===== src/rtl/sipo_pkg.sv =====
// Shared types and sizing helpers for the serial-to-parallel word capture block.
package sipo_pkg;

  localparam int unsigned DEF_WIDTH = 8;

  typedef enum logic [1:0] {
    IDLE,
    SHIFT,
    PARITY
  } state_e;

  function automatic int unsigned cnt_width(input int unsigned width);
    return $clog2(width + 1);
  endfunction

endpackage


===== src/rtl/sipo_word_capture_if.sv =====
// Serial-in / word-out bus of sipo_word_capture; parity_err exists only with PARITY_CHECK_EN.
interface sipo_word_capture_if #(
  parameter int unsigned WIDTH = sipo_pkg::DEF_WIDTH
) ();

  logic             en;
  logic             d;
  logic             sync;
  logic             word_ready;
  logic             overflow_clr;
  logic [WIDTH-1:0] word_out;
  logic             word_valid;
  logic             overflow;
  logic             busy;
`ifdef PARITY_CHECK_EN
  logic             parity_err;

  modport master (
    output en, d, sync, word_ready, overflow_clr,
    input  word_out, word_valid, overflow, busy, parity_err
  );
  modport slave (
    input  en, d, sync, word_ready, overflow_clr,
    output word_out, word_valid, overflow, busy, parity_err
  );
`else
  modport master (
    output en, d, sync, word_ready, overflow_clr,
    input  word_out, word_valid, overflow, busy
  );
  modport slave (
    input  en, d, sync, word_ready, overflow_clr,
    output word_out, word_valid, overflow, busy
  );
`endif

endinterface


===== src/rtl/sipo_out_reg.sv =====
// Valid/ready holding register for assembled words with sticky overflow on dropped words.
// Carries a parity_err bit alongside the word when PARITY_CHECK_EN is defined.
module sipo_out_reg #(
  parameter int unsigned WIDTH = sipo_pkg::DEF_WIDTH
) (
  input  logic             clk,
  input  logic             rst,
  input  logic             i_load,
  input  logic [WIDTH-1:0] i_word,
  input  logic             i_ready,
  input  logic             i_clr,
`ifdef PARITY_CHECK_EN
  input  logic             i_perr,
  output logic             o_perr,
`endif
  output logic [WIDTH-1:0] o_word,
  output logic             o_valid,
  output logic             o_overflow
);

  logic             r_valid;
  logic             r_overflow;
  logic [WIDTH-1:0] r_word;
  logic             w_accept;
  logic             w_drop;

  // A held word is replaced only when the consumer takes it on the same edge.
  assign w_accept = i_load && (!r_valid || i_ready);
  assign w_drop   = i_load && r_valid && !i_ready;

  always_ff @(posedge clk or posedge rst) begin
    if (rst) begin
      r_word     <= '0;
      r_valid    <= 1'b0;
      r_overflow <= 1'b0;
    end else begin
      if (w_accept) begin
        r_word  <= i_word;
        r_valid <= 1'b1;
      end else if (r_valid && i_ready && !i_load) begin
        r_valid <= 1'b0;
      end
      r_overflow <= w_drop || (r_overflow && !i_clr);
    end
  end

`ifdef PARITY_CHECK_EN
  logic r_perr;

  always_ff @(posedge clk or posedge rst) begin
    if (rst) begin
      r_perr <= 1'b0;
    end else if (w_accept) begin
      r_perr <= i_perr;
    end
  end

  assign o_perr = r_perr;
`endif

  assign o_word     = r_word;
  assign o_valid    = r_valid;
  assign o_overflow = r_overflow;

endmodule


===== src/rtl/sipo_word_capture.sv =====
// Sync-framed serial-to-parallel capture of WIDTH enabled bits into a valid/ready word register.
// Define PARITY_CHECK_EN to take a trailing even-parity bit per word and report parity_err.
module sipo_word_capture
  import sipo_pkg::*;
#(
  parameter int unsigned WIDTH     = DEF_WIDTH,
  parameter bit          MSB_FIRST = 1'b1
) (
  input logic                 clk,
  input logic                 rst,
  sipo_word_capture_if.slave  bus
);

  localparam int unsigned    CW   = cnt_width(WIDTH);
  localparam logic [CW-1:0]  LAST = CW'(WIDTH - 1);

  state_e           r_state, w_state_d;
  logic [WIDTH-1:0] r_shift, w_shift_d;
  logic [CW-1:0]    r_cnt, w_cnt_d;
  logic [WIDTH-1:0] w_first;
  logic [WIDTH-1:0] w_shift_next;
  logic [WIDTH-1:0] w_word;
  logic             w_done;
`ifdef PARITY_CHECK_EN
  logic             w_perr;
`endif

  function automatic logic [WIDTH-1:0] shift_in(input logic [WIDTH-1:0] base, input logic b);
    if (MSB_FIRST) return {base[WIDTH-2:0], b};
    else           return {b, base[WIDTH-1:1]};
  endfunction

  assign w_first      = shift_in('0, bus.d);
  assign w_shift_next = shift_in(r_shift, bus.d);

  always_comb begin
    w_state_d = r_state;
    w_shift_d = r_shift;
    w_cnt_d   = r_cnt;
    w_done    = 1'b0;
`ifdef PARITY_CHECK_EN
    w_perr    = 1'b0;
`endif
    case (r_state)
      IDLE: begin
        if (bus.en && bus.sync) begin
          w_shift_d = w_first;
          w_cnt_d   = CW'(1);
          w_state_d = SHIFT;
        end
      end
      SHIFT: begin
        if (bus.en) begin
`ifdef PARITY_CHECK_EN
          if (bus.sync) begin
            w_shift_d = w_first;
            w_cnt_d   = CW'(1);
          end else begin
            w_shift_d = w_shift_next;
            w_cnt_d   = r_cnt + CW'(1);
            if (r_cnt == LAST) w_state_d = PARITY;
          end
`else
          // Completion takes priority over a restart marker on the same edge.
          if (r_cnt == LAST) begin
            w_done    = 1'b1;
            w_shift_d = '0;
            w_cnt_d   = '0;
            w_state_d = IDLE;
          end else if (bus.sync) begin
            w_shift_d = w_first;
            w_cnt_d   = CW'(1);
          end else begin
            w_shift_d = w_shift_next;
            w_cnt_d   = r_cnt + CW'(1);
          end
`endif
        end
      end
`ifdef PARITY_CHECK_EN
      PARITY: begin
        if (bus.en) begin
          if (bus.sync) begin
            w_shift_d = w_first;
            w_cnt_d   = CW'(1);
            w_state_d = SHIFT;
          end else begin
            w_done    = 1'b1;
            w_perr    = (^r_shift) ^ bus.d;
            w_shift_d = '0;
            w_cnt_d   = '0;
            w_state_d = IDLE;
          end
        end
      end
`endif
      default: begin
        w_shift_d = '0;
        w_cnt_d   = '0;
        w_state_d = IDLE;
      end
    endcase
  end

`ifdef PARITY_CHECK_EN
  assign w_word = r_shift;
`else
  assign w_word = w_shift_next;
`endif

  always_ff @(posedge clk or posedge rst) begin
    if (rst) begin
      r_state <= IDLE;
      r_shift <= '0;
      r_cnt   <= '0;
    end else begin
      r_state <= w_state_d;
      r_shift <= w_shift_d;
      r_cnt   <= w_cnt_d;
    end
  end

  assign bus.busy = (r_state != IDLE);

  sipo_out_reg #(
    .WIDTH (WIDTH)
  ) u_out_reg (
    .clk        (clk),
    .rst        (rst),
    .i_load     (w_done),
    .i_word     (w_word),
    .i_ready    (bus.word_ready),
    .i_clr      (bus.overflow_clr),
`ifdef PARITY_CHECK_EN
    .i_perr     (w_perr),
    .o_perr     (bus.parity_err),
`endif
    .o_word     (bus.word_out),
    .o_valid    (bus.word_valid),
    .o_overflow (bus.overflow)
  );

endmodule


===== src/flat_wrapper.sv =====
// flat-port wrapper written by rule: the top's interface ports become plain ports
module sipo_word_capture_flat import sipo_pkg::*;
#(
  parameter int unsigned WIDTH     = DEF_WIDTH,
  parameter bit          MSB_FIRST = 1'b1
)
  (clk, rst, bus_en, bus_d, bus_sync, bus_word_ready, bus_overflow_clr, bus_word_out, bus_word_valid, bus_overflow, bus_busy);
  sipo_word_capture_if #(.WIDTH(WIDTH)) bus_i ();
  input logic clk;
  input logic rst;
  input wire logic [$bits(bus_i.en)-1:0] bus_en;
  input wire logic [$bits(bus_i.d)-1:0] bus_d;
  input wire logic [$bits(bus_i.sync)-1:0] bus_sync;
  input wire logic [$bits(bus_i.word_ready)-1:0] bus_word_ready;
  input wire logic [$bits(bus_i.overflow_clr)-1:0] bus_overflow_clr;
  output wire logic [$bits(bus_i.word_out)-1:0] bus_word_out;
  output wire logic [$bits(bus_i.word_valid)-1:0] bus_word_valid;
  output wire logic [$bits(bus_i.overflow)-1:0] bus_overflow;
  output wire logic [$bits(bus_i.busy)-1:0] bus_busy;
  assign bus_i.en = bus_en;
  assign bus_i.d = bus_d;
  assign bus_i.sync = bus_sync;
  assign bus_i.word_ready = bus_word_ready;
  assign bus_i.overflow_clr = bus_overflow_clr;
  assign bus_word_out = bus_i.word_out;
  assign bus_word_valid = bus_i.word_valid;
  assign bus_overflow = bus_i.overflow;
  assign bus_busy = bus_i.busy;
  sipo_word_capture #(.WIDTH(WIDTH), .MSB_FIRST(MSB_FIRST)) u_core (.clk(clk), .rst(rst), .bus(bus_i));
endmodule

===== config.mk =====
export PLATFORM = sky130hd
export DESIGN_NAME = sipo_word_capture_flat
export DESIGN_NICKNAME = d
export VERILOG_FILES = /design/src/rtl/sipo_pkg.sv /design/src/rtl/sipo_word_capture_if.sv /design/src/rtl/sipo_out_reg.sv /design/src/rtl/sipo_word_capture.sv /design/src/flat_wrapper.sv
export SDC_FILE = /design/constraint.sdc
export NUM_CORES = 1
export LEC_CHECK = 0
export BUFFER_PORTS_ARGS = -buffer_cell sky130_fd_sc_hd__buf_4
export CAP_MARGIN = 20
export CORE_ASPECT_RATIO = 1.4
export CORE_MARGIN = 10
export CORE_UTILIZATION = 35
export DETAILED_ROUTE_END_ITERATION = 8
export PLACE_DENSITY = 0.53
export SYNTH_ARGS = -nofsm -noshare
export SYNTH_HDL_FRONTEND = slang
export SYNTH_SLANG_ARGS = --single-unit

===== constraint.sdc =====
create_clock -name clk -period 1.87 [get_ports clk]
set_clock_uncertainty 0.1 [all_clocks]
set_input_delay 0.187 -clock clk [delete_from_list [all_inputs] [get_ports clk]]
set_output_delay 0.187 -clock clk [all_outputs]
set_load 0.005 [all_outputs]

==> reports/results.tsv <==
stage	metric	value	unit
status	status	finished, final reports clean	
pwr	switching share of power	26.8	%
logic_synthesis	top_reg_cell synth	dfrtp_1	
setup_path	slowest cell delay on critical path	0.41	ns
setup_path	R2R Path Start	u_core.r_cnt[0]	
place	dpl hpwl	1.38	mm
logic_synthesis	synthesized area per cell	12.7	um2
floorplanning	chip width	63.5	um
setup_path	Startpoint Class	flop	
route	Post-Route WL	1.77	mm
floorplanning	Die Area	5130	um2
setup_path	CP Max Fanout	8	
logic_synthesis	sequential cell area fraction in the yosys report	59.5	%
clock_network	CTS tree	built	
timing	worst hold slack	0.0302	ns
logic_synthesis	Yosys warning count	0	
floorplanning	row count	22	
clock_network	CTS sink count	22	
setup_path	CP required	1.96	ns
setup_path	CP max-delay cell	dfrtp_1	
pwr	sequential power share	58.8	%
global_route	initial antenna violation count	0	
hold_path	Hold WC Path Type	in2reg	
clock_network	Clock Pin Slew Worst Setup and Hold Paths	0.11	ns
timing	min Tclk post-route	1.62	ns
global_route	gr usage total	7.38	%
global_route	grt total ovfl	0	
route	TritonRoute pass-1 iters	3	
final_layout	fin nets	104	
clock_network	TritonCTS Buffers	3	
global_route	largest net degree at the start of global routing	23	
global_route	vias in the first global route	669	
final_layout	Post-Layout Cell Count	130	
setup_path	CP Cell Sequence	ha_1, and3b_2, nand4_4, mux2_2	
pwr	Leakage Power	0.568	nW
pwr	internal power	0.756	mW
pwr	worst vdd ir	420	uV
pwr	Comb power frac	21.9	%
logic_synthesis	Syn Inst Count	73	
hold_path	Hold Path Sink	u_core.u_out_reg.o_word[0]	
timing	RSZ-0062 raised after global routing	false	
setup_path	Crit path max-delay family	simple AND/OR/NAND/NOR gates	
logic_synthesis	synth unique cells	21	
timing	crit share post-route	86.8	%
route	drt wl/cell	13.6	um
clock_network	latest clock arrival within the worst-skew pair	0.29	ns
pwr	sw power	0.278	mW
clock_network	Root Driver	clkbuf_4	
global_route	first-pass GRT wire length	3.08	mm
setup_path	CP arrival	1.71	ns
logic_synthesis	Post-synth EDFFs	0	
final_layout	share of cells above drive strength 1	36.2	%
pwr	clock share of power	19.3	%
setup_path	FF-to-FF End	u_core.u_out_reg.o_word[6]	
place	global placer's final weighted congestion	0.751	
pwr	Cell Pwr Density	906	nW/um2
setup_path	flop2flop setup slack	0.25	ns
route	DR iter-0 viols	11	
logic_synthesis	Synth Register Bits	22	
floorplanning	IO Pins	18	
pwr	Final Power	1.03	mW
logic_synthesis	area share of the largest cell type after synthesis	59.5	%
floorplanning	Placeable Area	2590	um2
final_layout	Syn-to-layout area delta	23.2	%
logic_synthesis	leading cell type by number of instances after synthesis	dfrtp_1	
route	Via density	4.85	
clock_network	Post-CTS Setup Bufs	0	
route	DRC Markers	0	
final_layout	number of antenna diodes	0	
timing	Max Slew Vio Count	0	
place	placed insts	125	
logic_synthesis	ranking of synthesized cells by area	dfrtp_1 59%, mux2_2 9.7%, a22o_1 6.6%	
logic_synthesis	Commonest cells post-synth	22 x dfrtp_1, 8 x mux2_2, 7 x a22o_1	
flow_run	Max-Cap Viols	0	
route	antenna viol nets, final	0	
timing	FMAX	616	MHz
timing	final setup vio count	0	
floorplanning	die height	80.9	um
setup_path	Crit path buffers/inverters	0	
timing	Hold Vio Cnt, Final	0	
hold_path	worst hold path cell count	2	
place	IO Port Bufs	17	
hold_path	hold path startpoint	bus_d	
setup_path	Reg2Reg Depth	4	
route	Vias	630	
timing	setup TNS	0	ns
timing	Slew @ Worst Pin	0.341	ns
clock_network	Clock Path Buffers	2	
logic_synthesis	Yosys top cell by area	dfrtp_1	
setup_path	Setup CP Type	reg2reg	
logic_synthesis	Async S/R FF share, synth	100	%
timing	Worst slew margin	77.2	%
logic_synthesis	netlist area before placement	926	um2
logic_synthesis	Syn Nets	81	
floorplanning	effective utilization at floorplan	35.8	%
clock_network	H-tree Lvls	1	
setup_path	CP endpoint kind	flop	
[kinds of logic after synthesis]
family	Yosys count	share of synthesized area, %
simple gates	12	10.0
compound gates	20	14.6
mux	8	9.73
fa+ha+maj	1	1.35
flops	22	59.5
buf+inv	10	4.86
[flip-flops by register name, indices dropped and copies added, names as in the netlist]
register and count:
u_core.r_cnt 4, u_core.r_shift 7, u_core.r_state 1, u_core.u_out_reg.o_overflow 1
u_core.u_out_reg.o_valid 1, u_core.u_out_reg.o_word 8
[power groups by stage]
stage	Clock (mW)	Combinational [mW]	Sequential, mW
6_report	0.199	0.226	0.608
5_1_grt	0.230	0.256	0.622
4_1_cts	0.209	0.233	0.609
3_5_place_dp	0	0.230	0.618
3_3_place_gp	0	0.228	0.618
2_1_floorplan	0	0.144	0.602
[layer usage]
layer	up-vias	global-route usage [%]	wire length (um)	share of wire, %
met5	-	0	0	0
met4	0	3.95	17	0.96
met3	2	2.62	81	4.6
met2	13	11.9	876	50
met1	312	8.45	791	45
li1	303	-	-	-
[how the worst max path moves through the flow]
stage,cells after the start,startpoint,end,slack [ns]
after CTS,4,u_core.r_cnt[0],u_core.u_out_reg.o_word[6],0.23
after global placement,4,u_core.r_cnt[0],u_core.u_out_reg.o_word[1],0.27
after detailed placement,4,u_core.r_cnt[0],u_core.u_out_reg.o_word[6],0.25
after global routing,4,u_core.r_cnt[0],u_core.u_out_reg.o_word[2],0.16
final,4,u_core.r_cnt[0],u_core.u_out_reg.o_word[6],0.25
after floorplan,4,u_core.r_cnt[0],u_core.u_out_reg.o_word[0],0.33
[worst reg2reg max path: stages (launching register included)]
cell,delay (ns)
dfrtp_1,0.41
ha_1,0.24
and3b_2,0.26
nand4_4,0.17
mux2_2,0.35
[what timing repair did]
action / 4_1_cts / 5_1_grt
resized for setup: 0 / 0
hold endpoints to repair: 23 / 0
hold buffers: 2 / 0
[stage by stage]
stage	util, %	area, um2	setup WS [ns]
6_report	44.1	1140	0.247
5_1_grt	44.1	1140	0.164
4_1_cts	44.1	1140	0.229
3_5_place_dp	42.5	1100	0.248
3_3_place_gp	42.5	1100	0.269
2_1_floorplan	-	926	0.328
[cells in the final DEF (no fill, tap or decap), types with 2 or more instances in the layout]
cell	count
a21oi_1	3
a22o_1	7
buf_4	20
clkbuf_4	3
dfrtp_1	22
dlygate4sd3_1	2
inv_1	6
mux2_2	8
nand2_1	3
nand3_1	2
nand3b_1	2
o21ai_0	6
[final cells by class]
type	instances	area, um2
inverters	6	22.5
well taps	36	45.0
fillers	264	1450
flip-flops and latches	22	551
multi-input cells	41	330
clock buffers	3	22.5
repair buffers	22	170
No activity file was read; power rests on OpenSTA's default activity.
